===== src/rtl/search_ram_loader.sv =====
// search_ram_loader: fills a RAM with a saturating, non-decreasing ramp
// (base, base+step, ...) and then gates search start requests to a
// downstream binary search while the table is complete.
module search_ram_loader #(
  parameter int unsigned ADDR_W = 5,
  parameter int unsigned DATA_W = 8
) (
  input  logic              clk,
  input  logic              reset_n,
  input  logic              load,
  input  logic [DATA_W-1:0] base,
  input  logic [3:0]        step,
  input  logic              start_req,
  output logic              wr_en,
  output logic [ADDR_W-1:0] wr_addr,
  output logic [DATA_W-1:0] wr_data,
  output logic              busy,
  output logic              ready,
  output logic              search_start
);

  typedef enum logic [1:0] {StIdle, StFill, StDone} state_t;

  state_t              state_q, state_d;
  logic [ADDR_W-1:0]   addr_q, addr_d;
  logic [DATA_W-1:0]   acc_q, acc_d;
  logic [3:0]          stp_q, stp_d;
  logic                start_q;
  logic [DATA_W:0]     sum;

  logic                wr_en_d, busy_d, ready_d, search_start_d;
  logic [ADDR_W-1:0]   wr_addr_d;
  logic [DATA_W-1:0]   wr_data_d;

  // One extra bit catches overflow so the ramp clamps instead of wrapping.
  assign sum = {1'b0, acc_q} + {{(DATA_W - 3){1'b0}}, stp_q};

  // State and datapath registers, plus start_req history.
  always_ff @(posedge clk or negedge reset_n) begin
    if (!reset_n) begin
      state_q <= StIdle;
      addr_q  <= '0;
      acc_q   <= '0;
      stp_q   <= '0;
      start_q <= 1'b0;
    end else begin
      state_q <= state_d;
      addr_q  <= addr_d;
      acc_q   <= acc_d;
      stp_q   <= stp_d;
      start_q <= start_req;
    end
  end

  // Next-state and datapath update; load is ignored while filling.
  always_comb begin
    state_d = state_q;
    addr_d  = addr_q;
    acc_d   = acc_q;
    stp_d   = stp_q;
    unique case (state_q)
      StIdle, StDone: begin
        if (load) begin
          state_d = StFill;
          acc_d   = base;
          stp_d   = step;
          addr_d  = '0;
        end
      end
      StFill: begin
        acc_d = sum[DATA_W] ? {DATA_W{1'b1}} : sum[DATA_W-1:0];
        if (addr_q == {ADDR_W{1'b1}}) begin
          // Last entry written: hold addr so nothing wraps into a second pass.
          state_d = StDone;
        end else begin
          addr_d = addr_q + 1'b1;
        end
      end
      default: state_d = StIdle;
    endcase
  end

  // Next values of the registered outputs, decoded from the current state.
  always_comb begin
    wr_en_d        = 1'b0;
    wr_addr_d      = wr_addr;
    wr_data_d      = wr_data;
    busy_d         = 1'b0;
    ready_d        = 1'b0;
    unique case (state_q)
      StFill: begin
        wr_en_d   = 1'b1;
        wr_addr_d = addr_q;
        wr_data_d = acc_q;
        busy_d    = 1'b1;
      end
      StDone:  ready_d = 1'b1;
      default: ;
    endcase
    // A rise that collides with a restart, or arrives while not ready, is dropped.
    search_start_d = (state_q == StDone) && ready && !load && start_req && !start_q;
  end

  // Output registers.
  always_ff @(posedge clk or negedge reset_n) begin
    if (!reset_n) begin
      wr_en        <= 1'b0;
      wr_addr      <= '0;
      wr_data      <= '0;
      busy         <= 1'b0;
      ready        <= 1'b0;
      search_start <= 1'b0;
    end else begin
      wr_en        <= wr_en_d;
      wr_addr      <= wr_addr_d;
      wr_data      <= wr_data_d;
      busy         <= busy_d;
      ready        <= ready_d;
      search_start <= search_start_d;
    end
  end

endmodule


===== config.mk =====
export PLATFORM = sky130hd
export DESIGN_NAME = search_ram_loader
export DESIGN_NICKNAME = d
export VERILOG_FILES = /design/src/rtl/search_ram_loader.sv
export SDC_FILE = /design/constraint.sdc
export NUM_CORES = 1
export LEC_CHECK = 0
export CAP_MARGIN = 20
export CORE_UTILIZATION = 53
export CTS_CLUSTER_SIZE = 40
export DETAILED_ROUTE_END_ITERATION = 8
export GPL_TIMING_DRIVEN = 0
export PLACE_DENSITY = 0.85
export SYNTH_ARGS = -nofsm -noshare
export SYNTH_HDL_FRONTEND = slang
export SYNTH_SLANG_ARGS = --single-unit

===== constraint.sdc =====
create_clock -name clk -period 3.6 [get_ports clk]
set_input_delay 0.54 -clock clk [delete_from_list [all_inputs] [get_ports clk]]
set_output_delay 0.54 -clock clk [all_outputs]
set_load 0.01 [all_outputs]

Yosys cells after proc, flatten, opt, wreduce, memory -nomap -nowiden

Cells that the tools add are included.
W data, S select, Z words.

Register bits after elaboration: 36
Bits in latches: 0
Bits in writable memories: 0
ROM bits: 0
Bits of input ports: 16
Output and inout port bits: 17
Memories: 0

$add $sub $neg: 2
Multiply operators: 0
Divide/modulo/power cells: 0
$lt $le $gt $ge: 0
Equality and inequality tests: 6
Shifts and indexed selects: 0
Mux-type cells: 11
Bitwise logic cells: 0
Reduce and logical (&&, ||, !) cells: 13

Operators by type and width:

| operator              | number |
|---|---|
| $mux W8               | 2 |
| $pmux W8 S2           | 1 |
| $mux W5               | 2 |
| $pmux W5 S2           | 1 |
| $add A8 B4 Y9         | 1 |
| $ne A2 B2 Y1 const B  | 3 |
| $reduce_and A2 Y1     | 3 |
| $add A5 B1 Y5 const B | 1 |
| $eq A5 B5 Y1 const B  | 1 |
| $logic_and A1 B1 Y1   | 4 |
| $mux W2               | 2 |
| $pmux W2 S2           | 1 |
| $reduce_and A3 Y1     | 1 |
| $eq A2 B1 Y1 const B  | 1 |
| $eq A2 B2 Y1 const B  | 1 |
| $logic_not A1 Y1      | 2 |
| $logic_not A2 Y1      | 1 |
| $mux W1               | 2 |
| $reduce_bool A2 Y1    | 1 |
| $reduce_or A2 Y1      | 1 |

Depth between registers and ports, before layout

Gate-level depths: netlist of run 1.

Depth after elaboration: 5
Depth in mapped cells: 7
Depth with buffers taken out: 7

Worst setup path before layout of run 1

No wires, ideal clock.

Path type: register -> register
Start point: reg acc_q[0]
End point: reg acc_q[6]
Setup time: 0.125 ns
Data arrival time: 1.752 ns
Data required time: 3.475 ns
Slack: 1.723 ns
Stages on the path, launching flop included: 7
Cells stage by stage: dfrtp_1 ha_1 fa_1 a21o_1 a21oi_1 o21ai_1 mux2_2

Cells in the longest elaborated chain, start to end: 3

RTL lines:

| item                     | line | RTL |
|---|---|---|
| start: declaration       | 26   | `logic [DATA_W-1:0] acc_q, acc_d;` |
| start signal: assignment | 43   | `acc_q <= '0;` |
| start signal: assignment | 49   | `acc_q <= acc_d;` |
| $add A8 B4 Y9            | 36   | `assign sum = {1'b0, acc_q} + {{(DATA_W - 3){1'b0}}, stp_q};` |
| $mux W8                  | 71   | `acc_d = sum[DATA_W] ? {DATA_W{1'b1}} : sum[DATA_W-1:0];` |
| $pmux W8 S2              | 61   | `unique case (state_q)` |

No other way between the ends.
A chain may end at the register's enable or synchronous reset.

Worst setup path in the final report of run 1

Same ends and word-level chain as after synthesis.

==> impl_results.html, run 1 <==
<table>
<tr><th>Metric</th><th>Value</th></tr>
<tr><th colspan="2">Routing</th></tr>
<tr><td>DRT iter0 DRCs</td><td>between 70 and 80</td></tr>
<tr><td>Routed wire length</td><td>3650 um</td></tr>
<tr><td>DRC violations left</td><td>0</td></tr>
<tr><td>First-pass detailed-route iteration total</td><td>4</td></tr>
<tr><td>Post-route ant nets</td><td>0</td></tr>
<tr><td>Post-detailed-route via-to-cell ratio</td><td>5.47</td></tr>
<tr><td>Via count</td><td>~1400</td></tr>
<tr><td>Final routed wire length divided by cell count</td><td>13.9 um</td></tr>
<tr><th colspan="2">Placed design</th></tr>
<tr><td>Gp weighted congestion</td><td>0.889</td></tr>
<tr><td>Dpl ws</td><td>1.54 ns</td></tr>
<tr><td>Count of placed standard cells including taps</td><td>254</td></tr>
<tr><td>Sum of net half-perimeters after detailed placement</td><td>2690 um</td></tr>
<tr><td>Number of input and output port buffers inserted</td><td>32</td></tr>
<tr><td>Area after DPL</td><td>0.00206 mm^2</td></tr>
<tr><th colspan="2">CTS</th></tr>
<tr><td>Post CTS Setup Buffer Count</td><td>0</td></tr>
<tr><td>Clock buffers created by TritonCTS</td><td>5</td></tr>
<tr><td>Root buffer cell</td><td>sky130_fd_sc_hd__clkbuf_4</td></tr>
<tr><td>Hold-fix buffer count after cts</td><td>0</td></tr>
<tr><td>Clock transition at the registers of the reported paths</td><td>0.11 ns</td></tr>
<tr><td>Clock latency at the later pin of the worst-skew pair</td><td>0.34 ns</td></tr>
<tr><td>Post-cts gate resize count</td><td>0</td></tr>
<tr><td>CTS H-Tree Depth</td><td>2</td></tr>
<tr><td>Sink count of the clock tree</td><td>36</td></tr>
<tr><td>CTS tree</td><td>done</td></tr>
<tr><td>Buffer depth of the longest clock path</td><td>2</td></tr>
<tr><th colspan="2">Yosys</th></tr>
<tr><td>Syn_area_per_cell</td><td>9.50 um^2</td></tr>
<tr><td>Number of flops mapped to enable cells by yosys</td><td>0</td></tr>
<tr><td>Post-synth cell types</td><td>35</td></tr>
<tr><td>Synth warnings</td><td>0</td></tr>
<tr><td>Most used flip-flop cell after synthesis</td><td>sky130_fd_sc_hd__dfrtp_1</td></tr>
<tr><td>Share of the yosys chip area belonging to registers</td><td>53.3%</td></tr>
<tr><td>Synth Instances</td><td>178</td></tr>
<tr><td>Async set-reset flop share out of synthesis</td><td>100%</td></tr>
<tr><td>Syn Std Cell Area</td><td>0.00169 mm^2</td></tr>
<tr><td>Post-Synthesis Net Count</td><td>about 200</td></tr>
<tr><td>Number of storage elements in the synthesis netlist</td><td>36</td></tr>
<tr><th colspan="2">Run status</th></tr>
<tr><td>Outcome</td><td>finished, final reports clean</td></tr>
<tr><th colspan="2">Setup path</th></tr>
<tr><td>Crit path cell chain</td><td>ha_1 &gt; fa_1 &gt; a21o_1 &gt; a21oi_1 &gt; o21ai_1 &gt; mux2_2</td></tr>
<tr><td>Critical Path AT</td><td>2.34 ns</td></tr>
<tr><td>Crit-path slowest cell</td><td>sky130_fd_sc_hd__fa_1</td></tr>
<tr><td>Startpoint type of the worst setup path</td><td>flip-flop</td></tr>
<tr><td>CP Class</td><td>reg2reg</td></tr>
<tr><td>Required time reported for the critical path endpoint</td><td>3.84 ns</td></tr>
<tr><td>CP peak stage delay</td><td>between 0.4 and 0.5 ns</td></tr>
<tr><td>Maximum net fanout on the critical path</td><td>3</td></tr>
<tr><td>Endpoint class of the critical path</td><td>flip-flop</td></tr>
<tr><th colspan="2">Power</th></tr>
<tr><td>Peak supply drop</td><td>roughly 0.00063 V</td></tr>
<tr><td>Static leakage</td><td>1.03 nW</td></tr>
<tr><td>Power per cell area</td><td>945 mW/mm^2</td></tr>
<tr><th colspan="2">STA</th></tr>
<tr><td>Worst Tran Pin Value</td><td>0.768 ns</td></tr>
<tr><td>Maximum operating frequency</td><td>between 0.4 and 0.5 GHz</td></tr>
<tr><td>Slew headroom</td><td>48.8%</td></tr>
<tr><td>Final critical-path setup slack</td><td>around 1.5 ns</td></tr>
<tr><td>RSZ-0062 raised after global routing</td><td>false</td></tr>
<tr><td>Final cycle utilization of the critical path</td><td>58.3%</td></tr>
<tr><td>Total of endpoints with negative setup slack in the final report</td><td>0</td></tr>
<tr><td>Setup tns final</td><td>0 ns</td></tr>
<tr><td>Final hold vios</td><td>0</td></tr>
<tr><td>Clock Skews</td><td>0.0111 ns</td></tr>
<tr><td>Period minus WS final</td><td>2.10 ns</td></tr>
<tr><td>Count of pins over their slew limit</td><td>0</td></tr>
<tr><th colspan="2">Hold path</th></tr>
<tr><td>Path category of the worst min-delay check</td><td>in2async</td></tr>
<tr><th colspan="2">Job</th></tr>
<tr><td>Count of max-cap constraint violations</td><td>0</td></tr>
<tr><th colspan="2">Floorplanning</th></tr>
<tr><td>Die outline area</td><td>roughly 0.0034 mm^2</td></tr>
<tr><td>Floorplan row count</td><td>20</td></tr>
<tr><td>Die Ht</td><td>58.5 um</td></tr>
<tr><td>Effective utilization at floorplan</td><td>55.8%</td></tr>
<tr><td>Placeable Area</td><td>about 0.0030 mm^2</td></tr>
<tr><td>Horiz. Die Dim</td><td>58.5 um</td></tr>
<tr><td>I/O pin total</td><td>33</td></tr>
<tr><th colspan="2">GRT</th></tr>
<tr><td>Global Route Usage Sum</td><td>25.0%</td></tr>
<tr><td>Overall overflow remaining after global route</td><td>0</td></tr>
<tr><td>Wire length of the first global-routing pass</td><td>6370 um</td></tr>
<tr><td>Maximum number of pins on one net before global-route repair</td><td>37</td></tr>
<tr><td>Antenna violations before repair</td><td>0</td></tr>
<tr><td>Vias in the first global route</td><td>1508</td></tr>
<tr><th colspan="2">Finish</th></tr>
<tr><td>Final net count</td><td>240</td></tr>
<tr><td>Layout overhead on the synthesized area</td><td>29.5%</td></tr>
<tr><td>Diode insertion count for antenna repair</td><td>0</td></tr>
<tr><td>Share of layout cells above drive strength 1</td><td>10.6%</td></tr>
<tr><td>Post-route non-filler standard cell count</td><td>about 260</td></tr>
<tr><td>Post-route cell area</td><td>0.00219 mm^2</td></tr>
<tr><td>Area occupied by multi-input gates</td><td>734 um^2</td></tr>
<tr><td>Sequential cell area</td><td>901 um^2</td></tr>
<tr><td>Filler Cells Inserted</td><td>between 200 and 250</td></tr>
<tr><td>Utilization of the core after routing</td><td>72.3%</td></tr>
</table>
sequential cells by signal (all words and copies together) (netlist names):
signal and count:
state_q 2, addr_q 5, wr_data 8, search_start 1
ready 1, start_q 1, acc_q 8, wr_addr 5
busy 1, stp_q 4
through the flow:
stage          hold WS [ns]  power, mW
2_1_floorplan         0.244       1.30
3_3_place_gp          0.393       1.57
3_5_place_dp          0.402       1.64
4_1_cts               0.285       2.07
5_1_grt               0.314       2.23
6_report              0.245       2.07
final cells by class:
type / count / area share (%)
buffer: 7 / 2.00
clock buffer: 5 / 1.72
inverter: 3 / 0.515
timing repair buffer: 32 / 14.4
sequential: 36 / 41.2
tap: 44 / 2.52
clock inverter: 3 / 4.12
multi-input combinational: 132 / 33.6
cells by family after synthesis:
group | count (synthesis) | share of synthesized area (%)
compound gates | 27 | 10.4
xor+xnor | 3 | 1.55
fa+ha+maj | 7 | 5.63
buf+inv | 10 | 3.26
flops | 36 | 53.3
mux | 3 | 2.00
simple gates | 92 | 23.9
cells in the mapped netlist (2+ instances only):
library cell,instances,area (um^2)
sky130_fd_sc_hd__a211oi_1,3,22.5
sky130_fd_sc_hd__a21oi_1,7,35.0
sky130_fd_sc_hd__mux2_2,3,33.8
sky130_fd_sc_hd__a21o_1,2,15.0
sky130_fd_sc_hd__nand4_1,2,12.5
sky130_fd_sc_hd__o21ai_1,2,10.0
sky130_fd_sc_hd__nor2_1,9,33.8
sky130_fd_sc_hd__buf_2,5,25.0
sky130_fd_sc_hd__ha_1,6,75.1
sky130_fd_sc_hd__nand2b_1,3,18.8
sky130_fd_sc_hd__nor4_1,2,12.5
sky130_fd_sc_hd__o21ai_0,6,30.0
sky130_fd_sc_hd__nand3_1,3,15.0
sky130_fd_sc_hd__inv_1,2,7.51
sky130_fd_sc_hd__nand2_1,63,236
sky130_fd_sc_hd__xor2_1,3,26.3
sky130_fd_sc_hd__dfrtp_1,36,901
sky130_fd_sc_hd__nor3_1,4,20.0
cell usage in the layout, fill, tap and decap left out, types with 2 or more instances in the layout:
cell                              instances
sky130_fd_sc_hd__a211oi_1                 3
sky130_fd_sc_hd__a21o_1                   2
sky130_fd_sc_hd__a21oi_1                  7
sky130_fd_sc_hd__buf_2                    6
sky130_fd_sc_hd__bufinv_16                3
sky130_fd_sc_hd__clkbuf_4                 5
sky130_fd_sc_hd__clkdlybuf4s50_1         31
sky130_fd_sc_hd__dfrtp_1                 36
sky130_fd_sc_hd__ha_1                     6
sky130_fd_sc_hd__inv_1                    2
sky130_fd_sc_hd__mux2_2                   3
sky130_fd_sc_hd__nand2_1                 63
sky130_fd_sc_hd__nand2b_1                 3
sky130_fd_sc_hd__nand3_1                  3
sky130_fd_sc_hd__nand4_1                  2
sky130_fd_sc_hd__nor2_1                   9
sky130_fd_sc_hd__nor3_1                   4
sky130_fd_sc_hd__nor4_1                   2
sky130_fd_sc_hd__o21ai_0                  6
sky130_fd_sc_hd__o21ai_1                  2
sky130_fd_sc_hd__xor2_1                   3
final timing paths:
check	slack (ns)	cells past startpoint	endpoint	start
min in group clk	0.41	1	search_start	start_q
max	1.50	6	acc_q[6]	acc_q[0]
min reg2reg	0.41	1	search_start	start_q
max reg2reg	1.50	6	acc_q[6]	acc_q[0]
max in group asynchronous	2.84	1	acc_q[7]	reset_n
min	0.25	1	stp_q[2]	reset_n
critical path, delay by kind of cell, from the launching register on:
kind                       cells  cell delay (ns)
adders and majority gates      2             0.69
muxes                          1             0.28
AOI/OAI and AO/OA              3             0.60
DFF                            1             0.42
metal layers:
metal / global-route usage [%] / share of wire (%)
met5: 0 / 0
met2: 42.7 / 52
met1: 29.9 / 39
met3: 5.93 / 7.2
met4: 11.9 / 1.9
power by group:
group	switching (mW)	internal, mW
registers	0.149	0.582
clock network	0.138	0.286
logic	0.467	0.446
(Power assumes the default switching activity.)
==> run 2, diff against run 1 <==
--- a/config.mk
+++ b/config.mk
@@ -6,11 +6,11 @@
 export NUM_CORES = 1
 export LEC_CHECK = 0
 export CAP_MARGIN = 20
-export CORE_UTILIZATION = 53
+export CORE_UTILIZATION = 46
 export CTS_CLUSTER_SIZE = 40
 export DETAILED_ROUTE_END_ITERATION = 8
 export GPL_TIMING_DRIVEN = 0
-export PLACE_DENSITY = 0.85
+export PLACE_DENSITY = 0.79
 export SYNTH_ARGS = -nofsm -noshare
 export SYNTH_HDL_FRONTEND = slang
 export SYNTH_SLANG_ARGS = --single-unit
==> constraint.sdc (replaced) <==
create_clock -name clk -period 1.7 [get_ports clk]
set_input_delay 0.255 -clock clk [delete_from_list [all_inputs] [get_ports clk]]
set_output_delay 0.255 -clock clk [all_outputs]
set_load 0.01 [all_outputs]
==> run 2 against run 1 <==
Die area increased by 15%. The flow now finishes with violations (negative setup slack). Final area increased by 5.8%. Largest power group unchanged. Largest cell class unchanged. Power increased by 110%. Count of clock-buffer cells in the layout unchanged. Cell count increased by 5.0%. Sequential cell count unchanged. Worst setup slack got worse by 1.6 ns. Register-to-register slack got worse by 1.6 ns. Sequential share of layout area decreased by 2.2 points.
==> impl_results.html, run 2 (synthesized netlist as in run 1, its figures left out) <==
<table>
<tr><th>Metric</th><th>Value</th></tr>
<tr><th colspan="2">Run status</th></tr>
<tr><td>Outcome</td><td>finished with violations</td></tr>
<tr><td>Failing checks</td><td>negative setup slack</td></tr>
<tr><th colspan="2">GRT</th></tr>
<tr><td>Maximum number of pins on one net before global-route repair</td><td>37 (unchanged)</td></tr>
<tr><td>Vias in the first global route</td><td>1305 (-13%)</td></tr>
<tr><td>Global Route Usage Sum</td><td>19.8% (-5.2 points)</td></tr>
<tr><td>Antenna violations before repair</td><td>0 (unchanged)</td></tr>
<tr><td>Overall overflow remaining after global route</td><td>0 (unchanged)</td></tr>
<tr><td>Wire length of the first global-routing pass</td><td>5980 um (-6.2%)</td></tr>
<tr><th colspan="2">Setup path</th></tr>
<tr><td>Startpoint type of the worst setup path</td><td>flip-flop</td></tr>
<tr><td>Endpoint class of the critical path</td><td>flip-flop</td></tr>
<tr><td>Maximum net fanout on the critical path</td><td>3 (unchanged)</td></tr>
<tr><td>Cells on worst reg2reg path</td><td>6 (unchanged)</td></tr>
<tr><td>Required time reported for the critical path endpoint</td><td>1.94 ns (-1.90 ns)</td></tr>
<tr><td>Critical Path AT</td><td>2.02 ns (-0.32 ns)</td></tr>
<tr><td>CP Class</td><td>reg2reg</td></tr>
<tr><th colspan="2">Routing</th></tr>
<tr><td>Post-route ant nets</td><td>0 (unchanged)</td></tr>
<tr><td>Final routed wire length divided by cell count</td><td>12.7 um (-8.5%)</td></tr>
<tr><td>Met3 WL</td><td>155 um (-41%)</td></tr>
<tr><td>First-pass detailed-route iteration total</td><td>5 (+1)</td></tr>
<tr><td>DRC violations left</td><td>0 (unchanged)</td></tr>
<tr><td>Post-detailed-route via-to-cell ratio</td><td>5.14 (-6.1%)</td></tr>
<tr><td>Detailed route wirelength on metal2</td><td>1580 um (-16%)</td></tr>
<tr><td>Routed wire length</td><td>3500 um (-4.0%)</td></tr>
<tr><td>Routed metal-1 wire length</td><td>1690 um (+18%)</td></tr>
<tr><td>DRT iter0 DRCs</td><td>42 (-41%)</td></tr>
<tr><td>Topmost layer with routed signal wires</td><td>met4</td></tr>
<tr><td>Via count</td><td>1414 (-1.4%)</td></tr>
<tr><th colspan="2">STA</th></tr>
<tr><td>Post-Route Hold Slack</td><td>0.373 ns (+0.128 ns)</td></tr>
<tr><td>Final critical-path setup slack</td><td>-0.0769 ns (-1.58 ns)</td></tr>
<tr><td>RSZ-0062 raised after global routing</td><td>true</td></tr>
<tr><td>Count of pins over their slew limit</td><td>0 (unchanged)</td></tr>
<tr><td>Maximum operating frequency</td><td>0.563 GHz (+18%)</td></tr>
<tr><td>Slew headroom</td><td>48.9% (+0.12 points)</td></tr>
<tr><td>Worst Tran Pin Value</td><td>0.767 ns (-0.00174 ns)</td></tr>
<tr><td>Final hold vios</td><td>0 (unchanged)</td></tr>
<tr><td>Period minus WS final</td><td>1.78 ns (-0.320 ns)</td></tr>
<tr><td>Clock Skews</td><td>0.00580 ns (-0.00534 ns)</td></tr>
<tr><td>Setup tns final</td><td>-0.105 ns (-0.105 ns)</td></tr>
<tr><td>Final cycle utilization of the critical path</td><td>105% (+46 points)</td></tr>
<tr><td>Total of endpoints with negative setup slack in the final report</td><td>3 (+3)</td></tr>
<tr><th colspan="2">Floorplanning</th></tr>
<tr><td>Horiz. Die Dim</td><td>62.6 um (+7.1%)</td></tr>
<tr><td>Die outline area</td><td>0.00392 mm^2 (+15%)</td></tr>
<tr><td>Placeable Area</td><td>0.00342 mm^2 (+13%)</td></tr>
<tr><td>I/O pin total</td><td>33 (unchanged)</td></tr>
<tr><td>Floorplan row count</td><td>21 (+5.0%)</td></tr>
<tr><td>Die Ht</td><td>62.6 um (+7.1%)</td></tr>
<tr><td>Effective utilization at floorplan</td><td>49.5% (-6.3 points)</td></tr>
<tr><th colspan="2">CTS</th></tr>
<tr><td>Sink count of the clock tree</td><td>36 (unchanged)</td></tr>
<tr><td>Clock transition at the registers of the reported paths</td><td>0.11 ns (about the same)</td></tr>
<tr><td>Clock buffers created by TritonCTS</td><td>5 (unchanged)</td></tr>
<tr><td>Buffer depth of the longest clock path</td><td>2 (unchanged)</td></tr>
<tr><td>CTS tree</td><td>done</td></tr>
<tr><td>Root buffer cell</td><td>sky130_fd_sc_hd__clkbuf_4</td></tr>
<tr><td>Clock latency at the later pin of the worst-skew pair</td><td>0.34 ns (about the same)</td></tr>
<tr><td>CTS H-Tree Depth</td><td>2 (unchanged)</td></tr>
<tr><th colspan="2">Power</th></tr>
<tr><td>Static leakage</td><td>1.05 nW (+2.5%)</td></tr>
<tr><td>Peak supply drop</td><td>0.00122 V (+95%)</td></tr>
<tr><td>Power per cell area</td><td>1900 mW/mm^2 (+100%)</td></tr>
<tr><th colspan="2">Finish</th></tr>
<tr><td>Leading cell types in the layout, fill and taps excluded</td><td>63 x sky130_fd_sc_hd__nand2_1, 36 x sky130_fd_sc_hd__dfrtp_1, 31 x sky130_fd_sc_hd__clkdlybuf4s50_1</td></tr>
<tr><td>Share of layout cells above drive strength 1</td><td>21.4% (+11 points)</td></tr>
<tr><td>Most frequent standard cell in the layout excluding fill and tap cells</td><td>sky130_fd_sc_hd__nand2_1</td></tr>
<tr><td>Sequential cell area</td><td>901 um^2 (unchanged)</td></tr>
<tr><td>Area occupied by multi-input gates</td><td>845 um^2 (+15%)</td></tr>
<tr><td>Filler Cells Inserted</td><td>271 (+19%)</td></tr>
<tr><td>Regs by FF count</td><td>acc_q (8), wr_data (8)</td></tr>
<tr><td>Layout overhead on the synthesized area</td><td>36.9%</td></tr>
<tr><td>Final net count</td><td>251 (+4.6%)</td></tr>
<tr><td>Diode insertion count for antenna repair</td><td>0 (unchanged)</td></tr>
<tr><th colspan="2">Placed design</th></tr>
<tr><td>Sum of net half-perimeters after detailed placement</td><td>2220 um (-17%)</td></tr>
<tr><td>Number of input and output port buffers inserted</td><td>32 (unchanged)</td></tr>
<tr><td>Gp weighted congestion</td><td>0.842 (-5.3%)</td></tr>
<tr><th colspan="2">Hold path</th></tr>
<tr><td>Path category of the worst min-delay check</td><td>in2reg</td></tr>
<tr><td>Cell depth of the worst hold path</td><td>1</td></tr>
<tr><th colspan="2">Job</th></tr>
<tr><td>Count of max-cap constraint violations</td><td>0 (unchanged)</td></tr>
</table>
-- run 2: cell types whose count changed in the layout (fill, tap and decap cells not counted), sizes merged --
cell | before | now
clkinv | 0 | 3
bufinv | 3 | 0
dlygate4sd3 | 0 | 1
buf | 8 | 18
-- run 2: final timing paths --
check	from	endpoint	slack (ns)
min in group asynchronous	reset_n	stp_q[1]	0.51
min	start_req	start_q	0.37
max	acc_q[0]	acc_q[6]	-0.08
min reg2reg	start_q	search_start	0.41
max reg2reg	acc_q[0]	acc_q[6]	-0.08
max in group asynchronous	reset_n	addr_q[0]	0.70
-- run 2: where the power goes --
part	internal [mW]	switching, mW
sequential	1.23	0.320
combinational	1.27	1.11
clock	0.159	0.293
total	2.67	1.73
-- run 2: layout make-up --
type                    count  share of cell area (%)
plain buffers               7                    1.89
inverters                   3                   0.486
clock inverters             3                   0.811
well taps                  46                    2.49
flip-flops and latches     36                    38.9
clock buffers               5                    1.62
repair buffers             43                    17.3
multi-input cells         132                    36.5
-- run 2: metal layers --
metal  track usage, %  vias to the layer above
met2             30.7                       38
met1             26.6                      666
met4             7.56                        0
met3             5.11                       10
li1                 -                      700
met5                0                        -
-- run 2: timing repair --
item | CTS | global route
endpoints found under the hold margin | 18 | 0
setup endpoints to repair | 5 | 11
pin swaps | 11 | 8
setup buffers | 8 | 3
hold buffers | 1 | 0
gates resized for setup | 5 | 15
-- run 2: per-stage QoR --
step | utilization (%) | setup slack (ns) | total power, mW | area, um^2 | cells
detailed placement | 60.7 | -0.136 | 3.42 | 2070 | 256
global placement | 60.8 | -0.359 | 3.37 | 2080 | 256
global route | 67.8 | -0.122 | 4.78 | 2310 | 275
finish | 67.8 | -0.0769 | 4.39 | 2310 | 275
floorplan | - | -0.0138 | 2.78 | 1700 | 178
CTS | 65.1 | -0.0808 | 4.04 | 2220 | 273
-- run 2: critical path: stages, from the launching register on --
cell	delay, ns
sky130_fd_sc_hd__dfrtp_1	0.41
sky130_fd_sc_hd__ha_2	0.20
sky130_fd_sc_hd__fa_2	0.34
sky130_fd_sc_hd__a21o_1	0.20
sky130_fd_sc_hd__a21oi_4	0.16
sky130_fd_sc_hd__o21ai_1	0.09
sky130_fd_sc_hd__mux2_2	0.28
==> run 3, diff against run 2 <==
--- a/config.mk
+++ b/config.mk
@@ -9,6 +9,7 @@
 export CORE_UTILIZATION = 46
 export CTS_CLUSTER_SIZE = 40
 export DETAILED_ROUTE_END_ITERATION = 8
+export GPL_ROUTABILITY_DRIVEN = 0
 export GPL_TIMING_DRIVEN = 0
 export PLACE_DENSITY = 0.79
 export SYNTH_ARGS = -nofsm -noshare
==> constraint.sdc (replaced) <==
create_clock -name clk -period 1.61 [get_ports clk]
set_input_delay 0.2415 -clock clk [delete_from_list [all_inputs] [get_ports clk]]
set_output_delay 0.2415 -clock clk [all_outputs]
set_load 0.01 [all_outputs]
==> run 3 against run 2 <==
The run ends with negative hold slack, negative setup slack left. Register-to-register slack got worse by 0.12 ns. Core utilization grew 0.11 points. Worst setup slack worse by 0.12 ns. First-iteration DRC count up 76%. Die area unchanged. Clock power decreased by 2%. Largest cell class unchanged.
==> impl_results.html, run 3 (synthesized netlist as in run 1, its figures left out) <==
<table>
<tr><th>Metric</th><th>Value</th></tr>
<tr><th colspan="2">CTS</th></tr>
<tr><td>Buffer depth of the longest clock path</td><td>2 (unchanged)</td></tr>
<tr><td>Clock buffers created by TritonCTS</td><td>5 (unchanged)</td></tr>
<tr><td>Clock transition at the registers of the reported paths</td><td>0.10 ns (about the same)</td></tr>
<tr><td>Root buffer cell</td><td>sky130_fd_sc_hd__clkbuf_4</td></tr>
<tr><td>CTS H-Tree Depth</td><td>2 (unchanged)</td></tr>
<tr><td>Hold-fix buffer count after cts</td><td>0 (-1)</td></tr>
<tr><td>CTS tree</td><td>done</td></tr>
<tr><td>Clock latency at the later pin of the worst-skew pair</td><td>0.34 ns (about the same)</td></tr>
<tr><td>Sink count of the clock tree</td><td>36 (unchanged)</td></tr>
<tr><th colspan="2">STA</th></tr>
<tr><td>Final cycle utilization of the critical path</td><td>112% (+7.9 points)</td></tr>
<tr><td>RSZ-0062 raised after global routing</td><td>true</td></tr>
<tr><td>Total of endpoints with negative setup slack in the final report</td><td>10 (+7)</td></tr>
<tr><td>Final hold vios</td><td>36 (+36)</td></tr>
<tr><td>Post-Route Hold Slack</td><td>-0.0310 ns (-0.404 ns)</td></tr>
<tr><td>Worst Tran Pin Value</td><td>0.772 ns (+0.00527 ns)</td></tr>
<tr><td>Clock Skews</td><td>0.00968 ns (+0.00388 ns)</td></tr>
<tr><td>Final critical-path setup slack</td><td>-0.199 ns (-0.122 ns)</td></tr>
<tr><td>Count of pins over their slew limit</td><td>0 (unchanged)</td></tr>
<tr><td>Period minus WS final</td><td>1.81 ns (+0.0325 ns)</td></tr>
<tr><td>Slew headroom</td><td>48.5% (-0.35 points)</td></tr>
<tr><td>Maximum operating frequency</td><td>0.553 GHz (-1.8%)</td></tr>
<tr><th colspan="2">Setup path</th></tr>
<tr><td>Crit-path slowest cell</td><td>sky130_fd_sc_hd__dfrtp_1</td></tr>
<tr><td>CP Class</td><td>reg2reg</td></tr>
<tr><td>Maximum net fanout on the critical path</td><td>3 (unchanged)</td></tr>
<tr><td>CP peak stage delay</td><td>0.45 ns (+0.04 ns)</td></tr>
<tr><td>Startpoint of the most critical register-to-register path</td><td>acc_q[0]</td></tr>
<tr><td>Capture instance of the worst register-to-register path</td><td>acc_q[6]</td></tr>
<tr><td>Critical Path AT</td><td>2.04 ns (+0.02 ns)</td></tr>
<tr><td>Required time reported for the critical path endpoint</td><td>1.84 ns (-0.10 ns)</td></tr>
<tr><td>Endpoint class of the critical path</td><td>flip-flop</td></tr>
<tr><td>Startpoint type of the worst setup path</td><td>flip-flop</td></tr>
<tr><td>Crit path cell chain</td><td>ha_4 &gt; fa_2 &gt; a21o_1 &gt; a21oi_2 &gt; o21ai_1 &gt; mux2_2</td></tr>
<tr><td>Slack of the worst reg-to-reg path</td><td>-0.20 ns (-0.12 ns)</td></tr>
<tr><td>Cells on worst reg2reg path</td><td>6 (unchanged)</td></tr>
<tr><th colspan="2">Run status</th></tr>
<tr><td>Failing checks</td><td>negative hold slack, negative setup slack</td></tr>
<tr><td>Outcome</td><td>finished with violations</td></tr>
<tr><th colspan="2">Finish</th></tr>
<tr><td>Regs by FF count</td><td>acc_q (8), wr_data (8)</td></tr>
<tr><td>Sequential cell area</td><td>901 um^2 (unchanged)</td></tr>
<tr><td>Filler Cells Inserted</td><td>276 (+1.8%)</td></tr>
<tr><td>Diode insertion count for antenna repair</td><td>0 (unchanged)</td></tr>
<tr><td>Most frequent standard cell in the layout excluding fill and tap cells</td><td>sky130_fd_sc_hd__nand2_1</td></tr>
<tr><td>Share of layout cells above drive strength 1</td><td>22.9% (+1.5 points)</td></tr>
<tr><td>Area occupied by multi-input gates</td><td>855 um^2 (+1.2%)</td></tr>
<tr><td>Leading cell types in the layout, fill and taps excluded</td><td>62 x sky130_fd_sc_hd__nand2_1, 36 x sky130_fd_sc_hd__dfrtp_1, 30 x sky130_fd_sc_hd__clkdlybuf4s50_1</td></tr>
<tr><td>Layout overhead on the synthesized area</td><td>37.2%</td></tr>
<tr><td>Final net count</td><td>250 (-0.40%)</td></tr>
<tr><th colspan="2">GRT</th></tr>
<tr><td>Vias in the first global route</td><td>1379 (+5.7%)</td></tr>
<tr><td>Global Route Usage Sum</td><td>20.5% (+0.66 points)</td></tr>
<tr><td>Overall overflow remaining after global route</td><td>0 (unchanged)</td></tr>
<tr><td>Maximum number of pins on one net before global-route repair</td><td>37 (unchanged)</td></tr>
<tr><td>Wire length of the first global-routing pass</td><td>6150 um (+3.0%)</td></tr>
<tr><td>Antenna violations before repair</td><td>0 (unchanged)</td></tr>
<tr><th colspan="2">Floorplanning</th></tr>
<tr><td>Horiz. Die Dim</td><td>62.6 um (unchanged)</td></tr>
<tr><td>Die outline area</td><td>0.00392 mm^2 (unchanged)</td></tr>
<tr><td>Die Ht</td><td>62.6 um (unchanged)</td></tr>
<tr><td>I/O pin total</td><td>33 (unchanged)</td></tr>
<tr><td>Floorplan row count</td><td>21 (unchanged)</td></tr>
<tr><td>Effective utilization at floorplan</td><td>49.5% (unchanged)</td></tr>
<tr><td>Placeable Area</td><td>0.00342 mm^2 (unchanged)</td></tr>
<tr><th colspan="2">Job</th></tr>
<tr><td>Count of max-cap constraint violations</td><td>0 (unchanged)</td></tr>
<tr><th colspan="2">Routing</th></tr>
<tr><td>Post-detailed-route via-to-cell ratio</td><td>5.21 (+1.2%)</td></tr>
<tr><td>Routed wire length</td><td>3590 um (+2.5%)</td></tr>
<tr><td>First-pass detailed-route iteration total</td><td>4 (-1)</td></tr>
<tr><td>DRC violations left</td><td>0 (unchanged)</td></tr>
<tr><td>DRT iter0 DRCs</td><td>74 (+76%)</td></tr>
<tr><td>Via count</td><td>1421 (+0.50%)</td></tr>
<tr><td>Post-route ant nets</td><td>0 (unchanged)</td></tr>
<tr><td>Final routed wire length divided by cell count</td><td>13.1 um (+3.3%)</td></tr>
<tr><th colspan="2">Power</th></tr>
<tr><td>Final Power</td><td>4.67 mW (+6.4%)</td></tr>
<tr><td>Static leakage</td><td>1.05 nW (-0.46%)</td></tr>
<tr><td>Peak supply drop</td><td>0.00103 V (-15%)</td></tr>
<tr><td>Power per cell area</td><td>2020 mW/mm^2 (+6.2%)</td></tr>
<tr><th colspan="2">Hold path</th></tr>
<tr><td>Path category of the worst min-delay check</td><td>in2async</td></tr>
<tr><th colspan="2">Placed design</th></tr>
<tr><td>Sum of net half-perimeters after detailed placement</td><td>2390 um (+7.8%)</td></tr>
<tr><td>Dpl ws</td><td>-0.203 ns (-0.0669 ns)</td></tr>
<tr><td>Number of input and output port buffers inserted</td><td>32 (unchanged)</td></tr>
</table>
run 3: how the worst max path moves through the flow:
stage	from	endpoint	slack (ns)	cells after the start
final	acc_q[0]	acc_q[6]	-0.20	6
after floorplan	acc_q[0]	acc_q[6]	-0.10	6
after CTS	acc_q[0]	acc_q[6]	-0.21	6
after detailed placement	acc_q[0]	acc_q[6]	-0.20	6
after global placement	reset_n	wr_addr[3]	-0.47	1
after global routing	acc_q[0]	acc_q[6]	-0.27	6
run 3: per-layer routing:
metal	track usage, %	share of wire (%)	vias to the layer above
met4	6.98	1.2	0
met1	26.8	45	680
met2	32.2	49	39
met5	0	0	-
met3	6.20	4.2	6
li1	-	-	696
run 3: worst max-delay path: cells and delay by family, from the launching register on:
| family | cells | cell delay, ns |
|---|---|---|
| flip-flops | 1 | 0.45 |
| adder cells (fa/ha/maj) | 2 | 0.53 |
| multiplexers | 1 | 0.28 |
| AO/OA/AOI/OAI | 3 | 0.44 |
run 3: through the flow:
step           utilization (%)  instance area, um^2  cells  TNS [ns]  hold WS (ns)
2_1_floorplan                -                 1720    178    -0.212       -0.0541
3_3_place_gp              61.4                 2100    256    -18.26         0.396
3_5_place_dp              61.2                 2090    256     -1.62         0.370
4_1_cts                   64.9                 2220    270    -0.542       0.00125
5_1_grt                   67.9                 2320    273     -1.87        0.0179
6_report                  67.9                 2320    273    -0.942       -0.0310
run 3: where the power goes:
group,total [mW],internal [mW],leakage (nW),switching (mW)
Combinational,2.62,1.37,0.595,1.25
Clock,0.441,0.161,0.0281,0.280
Sequential,1.62,1.30,0.426,0.314
Total,4.67,2.83,1.05,1.84
run 3: area by class of cell:
cell class,instances,area share [%]
Tap cell,46,2.48
Buffer,7,1.89
Sequential cell,36,38.9
Clock buffer,6,1.78
Timing Repair Buffer,42,17.4
Inverter,3,0.486
Clock inverter,1,0.216
Multi-Input combinational cell,132,36.9
run 3: timing repair:
action,CTS,global route
gates resized for setup,7,21
pin swaps,12,12
setup endpoints to repair,8,14
buffers inserted,7,4
